`src/rtl/direction_input.sv`:
```
// ---------------------------------------------------------------------------
// direction_input
//
// Purpose:
//   Input side of the snake board I/O. The four direction buttons are
//   synchronised and debounced. Each debounced press becomes a one-cycle
//   pulse, and the latest press is held in a one-entry pending slot. On each
//   game-step tick that slot is committed to the snake heading.
//
// Parameters:
//   DEBOUNCE_CYCLES  consecutive stable cycles needed to accept a level change
//   INIT_DIR         heading after reset (N=0, E=1, S=2, W=3)
//
// Ports:
//   clk          in   1  system clock, single domain
//   rst          in   1  synchronous active-high reset
//   btn_raw      in   4  asynchronous buttons, active-high [0]=N [1]=E [2]=S [3]=W
//   tick         in   1  one-cycle game-step strobe; commits the pending press
//   btn_state    out  4  debounced button levels
//   press        out  4  one-cycle pulse per button on its debounced rising edge
//   dir          out  2  current committed heading
//   dir_changed  out  1  one-cycle pulse after a commit that changed dir
//
// Configuration macro:
//   DIR_REVERSAL_BLOCK_EN  when defined, a pending 180-degree reversal is
//                          discarded at commit (slot still clears).
// ---------------------------------------------------------------------------
module direction_input #(
  parameter int unsigned DEBOUNCE_CYCLES = 120000,
  parameter logic [1:0]  INIT_DIR        = 2'd1
) (
  input  logic       clk,
  input  logic       rst,
  input  logic [3:0] btn_raw,
  input  logic       tick,
  output logic [3:0] btn_state,
  output logic [3:0] press,
  output logic [1:0] dir,
  output logic       dir_changed
);

  localparam int unsigned      CNT_W    = $clog2(DEBOUNCE_CYCLES + 1);
  localparam logic [CNT_W-1:0] CNT_LAST = CNT_W'(DEBOUNCE_CYCLES - 1);
  localparam logic [CNT_W-1:0] CNT_ONE  = CNT_W'(1);

  logic [3:0]       sync1_q, sync1_d;
  logic [3:0]       sync2_q, sync2_d;
  logic [3:0]       state_q, state_d;
  logic [3:0]       state_prev_q, state_prev_d;
  logic [CNT_W-1:0] cnt_q [4];
  logic [CNT_W-1:0] cnt_d [4];
  logic [3:0]       press_q, press_d;
  logic             pend_valid_q, pend_valid_d;
  logic [1:0]       pend_dir_q, pend_dir_d;
  logic [1:0]       dir_q, dir_d;
  logic             dir_changed_q, dir_changed_d;

  logic             take_valid;
  logic [1:0]       take_dir;
  logic             rev_blocked;
  logic             commit;

  // Two-stage synchroniser; only sync2 is used downstream.
  always_comb begin
    sync1_d = btn_raw;
    sync2_d = sync1_q;
  end

  // Per-bit debounce: the counter tracks how long sync has disagreed with
  // the accepted level; the level flips on the DEBOUNCE_CYCLES-th
  // consecutive disagreeing cycle.
  always_comb begin
    for (int i = 0; i < 4; i++) begin
      cnt_d[i]   = cnt_q[i];
      state_d[i] = state_q[i];
      if (sync2_q[i] == state_q[i]) begin
        cnt_d[i] = '0;
      end else if (cnt_q[i] == CNT_LAST) begin
        state_d[i] = ~state_q[i];
        cnt_d[i]   = '0;
      end else begin
        cnt_d[i] = cnt_q[i] + CNT_ONE;
      end
    end
  end

  // Registered rising-edge pulse, one cycle after btn_state rises.
  always_comb begin
    state_prev_d = state_q;
    press_d      = state_q & ~state_prev_q;
  end

  // Press arbitration, priority N > E > S > W.
  always_comb begin
    take_valid = |press_q;
    take_dir   = 2'd0;
    if (press_q[0]) begin
      take_dir = 2'd0;
    end else if (press_q[1]) begin
      take_dir = 2'd1;
    end else if (press_q[2]) begin
      take_dir = 2'd2;
    end else if (press_q[3]) begin
      take_dir = 2'd3;
    end
  end

`ifdef DIR_REVERSAL_BLOCK_EN
  assign rev_blocked = (pend_dir_q == (dir_q ^ 2'b10));
`else
  assign rev_blocked = 1'b0;
`endif

  // Commit uses the slot as it stood before this edge; a press arriving in
  // the same cycle refills the slot afterwards and waits for the next tick.
  always_comb begin
    commit        = tick && pend_valid_q && !rev_blocked;
    dir_d         = commit ? pend_dir_q : dir_q;
    dir_changed_d = commit && (pend_dir_q != dir_q);
    pend_dir_d    = take_valid ? take_dir : pend_dir_q;
    if (take_valid) begin
      pend_valid_d = 1'b1;
    end else if (tick) begin
      pend_valid_d = 1'b0;
    end else begin
      pend_valid_d = pend_valid_q;
    end
  end

  always_ff @(posedge clk) begin
    if (rst) begin
      sync1_q       <= '0;
      sync2_q       <= '0;
      state_q       <= '0;
      state_prev_q  <= '0;
      press_q       <= '0;
      pend_valid_q  <= 1'b0;
      pend_dir_q    <= 2'd0;
      dir_q         <= INIT_DIR;
      dir_changed_q <= 1'b0;
      for (int i = 0; i < 4; i++) begin
        cnt_q[i] <= '0;
      end
    end else begin
      sync1_q       <= sync1_d;
      sync2_q       <= sync2_d;
      state_q       <= state_d;
      state_prev_q  <= state_prev_d;
      press_q       <= press_d;
      pend_valid_q  <= pend_valid_d;
      pend_dir_q    <= pend_dir_d;
      dir_q         <= dir_d;
      dir_changed_q <= dir_changed_d;
      for (int i = 0; i < 4; i++) begin
        cnt_q[i] <= cnt_d[i];
      end
    end
  end

  assign btn_state   = state_q;
  assign press       = press_q;
  assign dir         = dir_q;
  assign dir_changed = dir_changed_q;

endmodule

```
`config.mk`:
```
export PLATFORM = sky130hd
export DESIGN_NAME = direction_input
export DESIGN_NICKNAME = d
export VERILOG_FILES = /design/src/rtl/direction_input.sv
export SDC_FILE = /design/constraint.sdc
export NUM_CORES = 1
export LEC_CHECK = 0
export BUFFER_PORTS_ARGS = -buffer_cell sky130_fd_sc_hd__buf_2
export CAP_MARGIN = 10
export CELL_PAD_IN_SITES_DETAIL_PLACEMENT = 0
export CELL_PAD_IN_SITES_GLOBAL_PLACEMENT = 2
export CORE_ASPECT_RATIO = 1.1
export CORE_UTILIZATION = 42
export DETAILED_ROUTE_END_ITERATION = 7
export PLACE_DENSITY_LB_ADDON = 0.1
export SYNTH_ARGS = -nofsm -noshare
export SYNTH_HDL_FRONTEND = slang
export SYNTH_SLANG_ARGS = --single-unit
```
`constraint.sdc`:
```
create_clock -name clk -period 5 [get_ports clk]
set_clock_uncertainty 0.2 [all_clocks]
set_input_delay 1 -clock clk [delete_from_list [all_inputs] [get_ports clk]]
set_output_delay 1 -clock clk [all_outputs]
set_load 0.01 [all_outputs]
```
After elaboration in Yosys (flattened, before gate mapping):

Memories as Yosys holds them, arrays and structs flattened.
Cells that the tools add are included.

* reduce and logical (&&, ||, !) cells: 8
* multiply operators: 0
* order comparisons: 0
* muxes and demuxes: 21
* bitwise logic cells: 14
* add/sub/neg operators: 4
* shifts and indexed selects: 0
* eq/ne operators: 9
* div/mod/pow operators: 0

Operator list (number)
* 17-bit two-way mux: 12
* 17-bit by 1-bit adder with 17-bit output, second input constant: 4
* 17-bit equality test, second input constant: 4
* 2-bit two-way mux: 4
* 1-bit NOT: 8
* 2-bit AND reduction: 4
* 1-bit two-way mux: 5
* 4-bit bitwise AND: 1
* 1-bit equality test: 4
* 4-bit NOT: 1
* 1-bit bitwise OR: 4
* 4-bit OR reduction: 1
* 1-bit logical AND: 2
* 2-bit inequality test: 1
* 2-bit nonzero test: 1

* input bits: 7
* logic and storage cells: 69
* register bits: 26
* RAM bits: 68
* bits in read-only memories: 0
* memories kept: 1
* bits in latches: 0

Memory list
* cnt_q: depth 4, width 17, read ports 4, clocked after Yosys merged registers in 0, write ports 4, RTL line 50 `logic [CNT_W-1:0] cnt_q [4];`

Longest topological paths before layout:

Gate-level depths: netlist of run 1.
An unclocked memory read counts as a cell.

* word-level depth: 5
* mapped depth: 7

Worst setup path before layout of run 1:

Ideal clock, no wire load.

* path kind: input to register
* start: input rst
* end: memory cnt_q[3][10] (netlist bit)
* buffers on the path: 2
* slack: 3.050 ns
* data required time: 4.736 ns
* stages: 5
* data arrival time: 1.686 ns
* cell sequence: buf_6 nor2_1 o31ai_4 buf_2 nor2_1

RTL lines
* from (decl): RTL line 33 `input logic rst,`
* to (decl): RTL line 50

==> results.json, run 1 <==
{
  "outcome": "completed",
  "htreeDepth": 3,
  "wl_per_cell_microns": 13.3,
  "wl_met1_microns": 3650,
  "antenna_cells": 0,
  "crit_type": "reg2reg",
  "synth_area_per_cell_sq_um": 9.25,
  "worst_slew_pin_slew_ns": 0.708,
  "floorplan.die.width_microns": 95.3,
  "grt_usage": 0.164,
  "cts_resized": 0,
  "clock-sinks": 94,
  "num_rows": 37,
  "grt_start_max_net_pins": 27,
  "viasPerCell": 5.13,
  "rsz0062_at_grt": "no",
  "vias": 2929,
  "drt-total-wl_microns": 7570,
  "setup_viol": 0,
  "insertion_delay_ns": 0.35,
  "yosysMostFrequentCell": "dfxtp_1",
  "ys.flop_type": "dfxtp_1",
  "synth_warnings": 0,
  "finalPower_w": 0.00124,
  "seqPwrFrac": 0.607,
  "synth.distinct_cells": 48,
  "start_util": 0.430,
  "grt-ovfl-total": 0,
  "drv_cap": 0,
  "finalHoldViolCount": 0,
  "pin_count": 18,
  "nets": 460,
  "firstDrtPassIters": 4,
  "slew_headroom": 0.528,
  "cp.arrival_ns": 2.21,
  "top_layer": "met4",
  "final_cells": 571,
  "core_sq_um": 9350,
  "filler_cell_count": 966,
  "clkSlewWorstSetupHoldPaths_ns": 0.09,
  "final_util": 0.465,
  "p_switching_w": 0.000276,
  "worst_hold_path_type": "reg2reg",
  "peakVddDrop_uv": 160,
  "fin_crit_sh": 0.438,
  "drt_iter0_drc": 133,
  "fmax_mhz": 457,
  "synth_top_area_cell": "dfxtp_1",
  "post-place-ws_ns": 2.73,
  "placed_cells": 555,
  "p_clk_frac": 0.380,
  "post-cts-setup-buffers": 0,
  "dp_hpwl_microns": 5110,
  "synth.area.top_cells": "dfxtp_1, xnor2_1, nor2_1, xor2_1, nand4_1",
  "start_kind": "flip-flop",
  "fp.dieH_microns": 105,
  "cp_max_fo": 16,
  "numPortBuffers": 17,
  "cts_made_buffers": 9,
  "p_per_area_nw_per_um2": 286,
  "synth_common_cells": "dfxtp_1, nor2_1, xnor2_1",
  "syn_area_sq_um": 4020,
  "die-area_sq_um": 9980,
  "worstPathRequired_ns": 5.02,
  "grt_pass1_wl_microns": 13200,
  "gp_congestion": 0.732,
  "post-route-drc-count": 0,
  "yosys.area.top_type_share": 0.468,
  "root_buffer": "clkbuf_8",
  "p_leak_nw": 1.37,
  "ys_ff_latch": 94,
  "synth.net_count": 446,
  "synth-edff-count": 0,
  "swShare": 0.222,
  "critPathCaptureType": "flip-flop",
  "cts_tree": "built",
  "antenna_found_initial": 0,
  "timing.final.max_slew_violations": 0,
  "p_comb_frac": 0.013,
  "wl_met3_microns": 270,
  "async_flop_share": 0,
  "syn_to_final_growth_pct": 8.02,
  "syn_inst": 435,
  "setup_tns_ns": 0,
  "setup_ws_ns": 2.81,
  "period_needed_ns": 2.19,
  "ant_nets": 0,
  "p_int_w": 0.000968,
  "drive_above_1_share": 0.101,
  "cts_max_path_buffers": 2,
  "grt_pass1_vias": 2871,
  "hold_buffers": 0,
  "ys_seq_area_frac": 0.468,
  "met2WireLength_microns": 3530
}
## layout by cell type (no fill, tap or decap), drive strengths merged, types with 3 or more instances in the layout
cell      synthesis  routed
dfxtp            94      94
nor2             77      77
xnor2            40      40
nand3            29      29
nand4            28      28
xor2             21      21
nor4             19      19
buf               9      17
nand2            16      16
inv              14      14
nor3             12      12
clkbuf            5      12
nor2b            10      10
a21oi             6       6
nand2b            5       5
and3              5       5
and4              5       5
o31ai             5       5
mux2i             4       4
and2              4       4
ha                4       4
clkinvlp          0       3
o21ai             3       3
## cell families after synthesis
logic type	Yosys count	share of synthesized area
AND/OR/NAND/NOR	226	0.300
flip-flops	94	0.468
XOR/XNOR	61	0.133
buffers and inverters	28	0.0367
AO/OA/AOI/OAI	18	0.0401
multiplexers	4	0.00995
adder cells (fa/ha/maj)	4	0.0124
## metal layers
layer,track usage,vias up
li1,-,1532
met4,0.0649,0
met3,0.0371,9
met2,0.271,26
met1,0.203,1362
met5,0,-
## state kept, by name (all words and copies together) (netlist names)
signal,count
pend_valid_q,1
sync1_q,4
press,4
dir,2
cnt_q,68
sync2_q,4
btn_state,4
state_prev_q,4
dir_changed,1
pend_dir_q,2
## worst paths after layout
| kind | depth (start not counted) | start | slack, ns | end |
|---|---|---|---|---|
| setup / recovery | 5 | cnt_q[2][0]$_SDFF_PP0_ | 2.81 | cnt_q[2][8]$_SDFF_PP0_ |
| hold / removal | 1 | state_prev_q[1]$_SDFF_PP0_ | 0.18 | press[1]$_SDFF_PP0_ |
| setup reg to reg | 5 | cnt_q[2][0]$_SDFF_PP0_ | 2.81 | cnt_q[2][8]$_SDFF_PP0_ |
| hold reg to reg | 1 | state_prev_q[1]$_SDFF_PP0_ | 0.18 | press[1]$_SDFF_PP0_ |
## through the flow
step	hold WS, ns	cell area (sq um)
after floorplan	0.167	4020
after global placement	0.172	4160
after global routing	0.203	4350
after detailed placement	0.178	4160
final	0.183	4350
after CTS	0.186	4350
## final cells by class
type	instances	area [sq um]	area share
inverters	14	52.6	0.0121
well taps	117	146	0.0337
clock buffers	12	155	0.0357
flip-flops and latches	94	1880	0.433
multi-input cells	313	1990	0.459
clock inverters	4	31.3	0.00720
repair buffers	17	85.1	0.0196
## power groups by stage
stage,registers (W),logic [W],clock network (W)
after floorplan,0.000771,0.0000135,0
after global placement,0.000772,0.0000166,0
after detailed placement,0.000772,0.0000167,0
after CTS,0.000754,0.0000167,0.000493
after global routing,0.000755,0.0000185,0.000519
final,0.000754,0.0000162,0.000473
## critical path, cell delays in order (launching register included)
cell     delay [ns]
dfxtp_1        0.42
ha_1           0.26
and2_1         0.28
nand3_1        0.21
o21ai_2        0.58
nor2_1         0.11
(Power assumes the default switching activity.)
==> run 2, diff against run 1 <==
--- a/config.mk
+++ b/config.mk
@@ -10,7 +10,7 @@
 export CELL_PAD_IN_SITES_DETAIL_PLACEMENT = 0
 export CELL_PAD_IN_SITES_GLOBAL_PLACEMENT = 2
 export CORE_ASPECT_RATIO = 1.1
-export CORE_UTILIZATION = 42
+export CORE_UTILIZATION = 39
 export DETAILED_ROUTE_END_ITERATION = 7
 export PLACE_DENSITY_LB_ADDON = 0.1
 export SYNTH_ARGS = -nofsm -noshare
==> constraint.sdc (replaced) <==
create_clock -name clk -period 2.2 [get_ports clk]
set_clock_uncertainty 0.2 [all_clocks]
set_input_delay 0.44 -clock clk [delete_from_list [all_inputs] [get_ports clk]]
set_output_delay 0.44 -clock clk [all_outputs]
set_load 0.01 [all_outputs]
==> run 2 against run 1 <==
  * Cell count is 2.6% higher
  * Critical path depth is 1 higher
  * First-iteration DRC count down 62%
  * Combinational power rose to 2.7 times the previous value
  * Worst setup slack lost 2.5 ns
  * Hold slack worse by 0.072 ns
  * Routed wire length down 1.9%
  * Clock-buffer cell count is the same
  * Core utilization fell by 2.0 points
  * Non-clock buffer count up 12
  * Global-route usage fell by 1.1 points
  * Highest routed layer unchanged
==> results.json, run 2 (synthesized netlist as in run 1, its figures left out) <==
{
  "grt_pass1_vias": 2813,
  "htreeDepth": 3,
  "grt_usage": 0.153,
  "setup_viol": 0,
  "wl_per_cell_microns": 12.7,
  "insertion_delay_ns": 0.35,
  "pin_count": 18,
  "gp_congestion": 0.734,
  "seqPwrFrac": 0.617,
  "p_per_area_nw_per_um2": 628,
  "cp.arrival_ns": 1.94,
  "core_sq_um": 9940,
  "start_kind": "flip-flop",
  "outcome": "completed",
  "critPathCaptureType": "flip-flop",
  "dp_hpwl_microns": 5240,
  "cts_made_buffers": 9,
  "timing.final.max_slew_violations": 0,
  "holdWs_ns": 0.111,
  "final_cells": 586,
  "worst_slew_pin_slew_ns": 0.411,
  "crit_chain": "ha_1, nand2_1, or2_4, o31ai_4, buf_4, nor2_1",
  "period_needed_ns": 1.91,
  "p_int_w": 0.00217,
  "post-route-drc-count": 0,
  "fp.dieH_microns": 109,
  "start_util": 0.405,
  "viasPerCell": 5.00,
  "cts_resized": 0,
  "p_comb_frac": 0.016,
  "grt-ovfl-total": 0,
  "floorplan.die.width_microns": 98.9,
  "largest_reg_flops": 68,
  "cts_max_path_buffers": 2,
  "placed_cells": 570,
  "drt-total-wl_microns": 7430,
  "p_leak_nw": 1.43,
  "detailed_place.area_sq_um": 4250,
  "drv_cap": 0,
  "p_switching_w": 0.000609,
  "final_util": 0.445,
  "p_clk_frac": 0.367,
  "ant_nets": 0,
  "top_register": "cnt_q",
  "antenna_cells": 0,
  "drive_above_1_share": 0.122,
  "worstPathRequired_ns": 2.23,
  "grt_pass1_wl_microns": 13200,
  "final_cell_area_sq_um": 4420,
  "cp_max_fo": 17,
  "grt_start_max_net_pins": 18,
  "layout_commonest_cell": "dfxtp_1",
  "post-cts-setup-buffers": 0,
  "crit_type": "reg2reg",
  "clock-sinks": 94,
  "drt_iter0_drc": 51,
  "critPathSlowestCell": "dfxtp_1",
  "vias": 2931,
  "rsz0062_at_grt": "no",
  "cts_tree": "built",
  "nets": 472,
  "clkSlewWorstSetupHoldPaths_ns": 0.09,
  "hold_buffers": 0,
  "slew_headroom": 0.722,
  "die-area_sq_um": 10700,
  "numPortBuffers": 17,
  "worst_hold_path_type": "in2reg",
  "final_cell_mix": "dfxtp_1, nor2_1, xnor2_1",
  "antenna_found_initial": 0,
  "firstDrtPassIters": 4,
  "r2r_slack_ns": 0.29,
  "fin_crit_sh": 0.870,
  "finalHoldViolCount": 0,
  "syn_to_final_growth_pct": 9.89,
  "num_rows": 38,
  "peakVddDrop_uv": 233,
  "fmax_mhz": 523,
  "root_buffer": "clkbuf_8",
  "setup_tns_ns": 0,
  "slowest_delay_ns": 0.36,
  "swShare": 0.220
}
## run 2: final timing paths
check	startpoint	end	cells after the start
max	cnt_q[1][0]$_SDFF_PP0_	cnt_q[1][2]$_SDFF_PP0_	6
min	btn_raw[0]	sync1_q[0]$_SDFF_PP0_	2
max reg2reg	cnt_q[1][0]$_SDFF_PP0_	cnt_q[1][2]$_SDFF_PP0_	6
min reg2reg	state_prev_q[0]$_SDFF_PP0_	press[0]$_SDFF_PP0_	1
## run 2: final cells by class
type / instances / area, sq um
fillers: 972 / 5520
multi-input cells: 313 / 1990
flip-flops and latches: 94 / 1880
repair buffers: 29 / 175
well taps: 120 / 150
clock buffers: 12 / 145
inverters: 14 / 52.6
clock inverters: 4 / 22.5
## run 2: critical path: cells and delay by family (launching register included)
kind | cells | cell delay, ns
AO/OA/AOI/OAI | 1 | 0.21
adder cells (fa/ha/maj) | 1 | 0.24
AND/OR/NAND/NOR | 3 | 0.54
flip-flops | 1 | 0.36
buffers and inverters | 1 | 0.25
## run 2: power by group through the flow
stage	Combinational (W)	Sequential, W	Clock, W
global placement	0.0000447	0.00175	0
detailed placement	0.0000451	0.00175	0
finish	0.0000439	0.00171	0.00102
floorplan	0.0000306	0.00175	0
CTS	0.0000453	0.00171	0.00107
global route	0.0000507	0.00172	0.00113
## run 2: layer usage
| layer | wire length (microns) | GRT usage |
|---|---|---|
| met5 | 0 | 0 |
| met3 | 162 | 0.0252 |
| met1 | 3790 | 0.205 |
| met4 | 67 | 0.0608 |
| met2 | 3410 | 0.248 |
## run 2: stage by stage
stage	power [W]	worst slack [ns]
4_1_cts	0.00283	0.262
3_3_place_gp	0.00180	0.353
3_5_place_dp	0.00180	0.293
5_1_grt	0.00290	0.137
2_1_floorplan	0.00178	0.310
6_report	0.00278	0.286
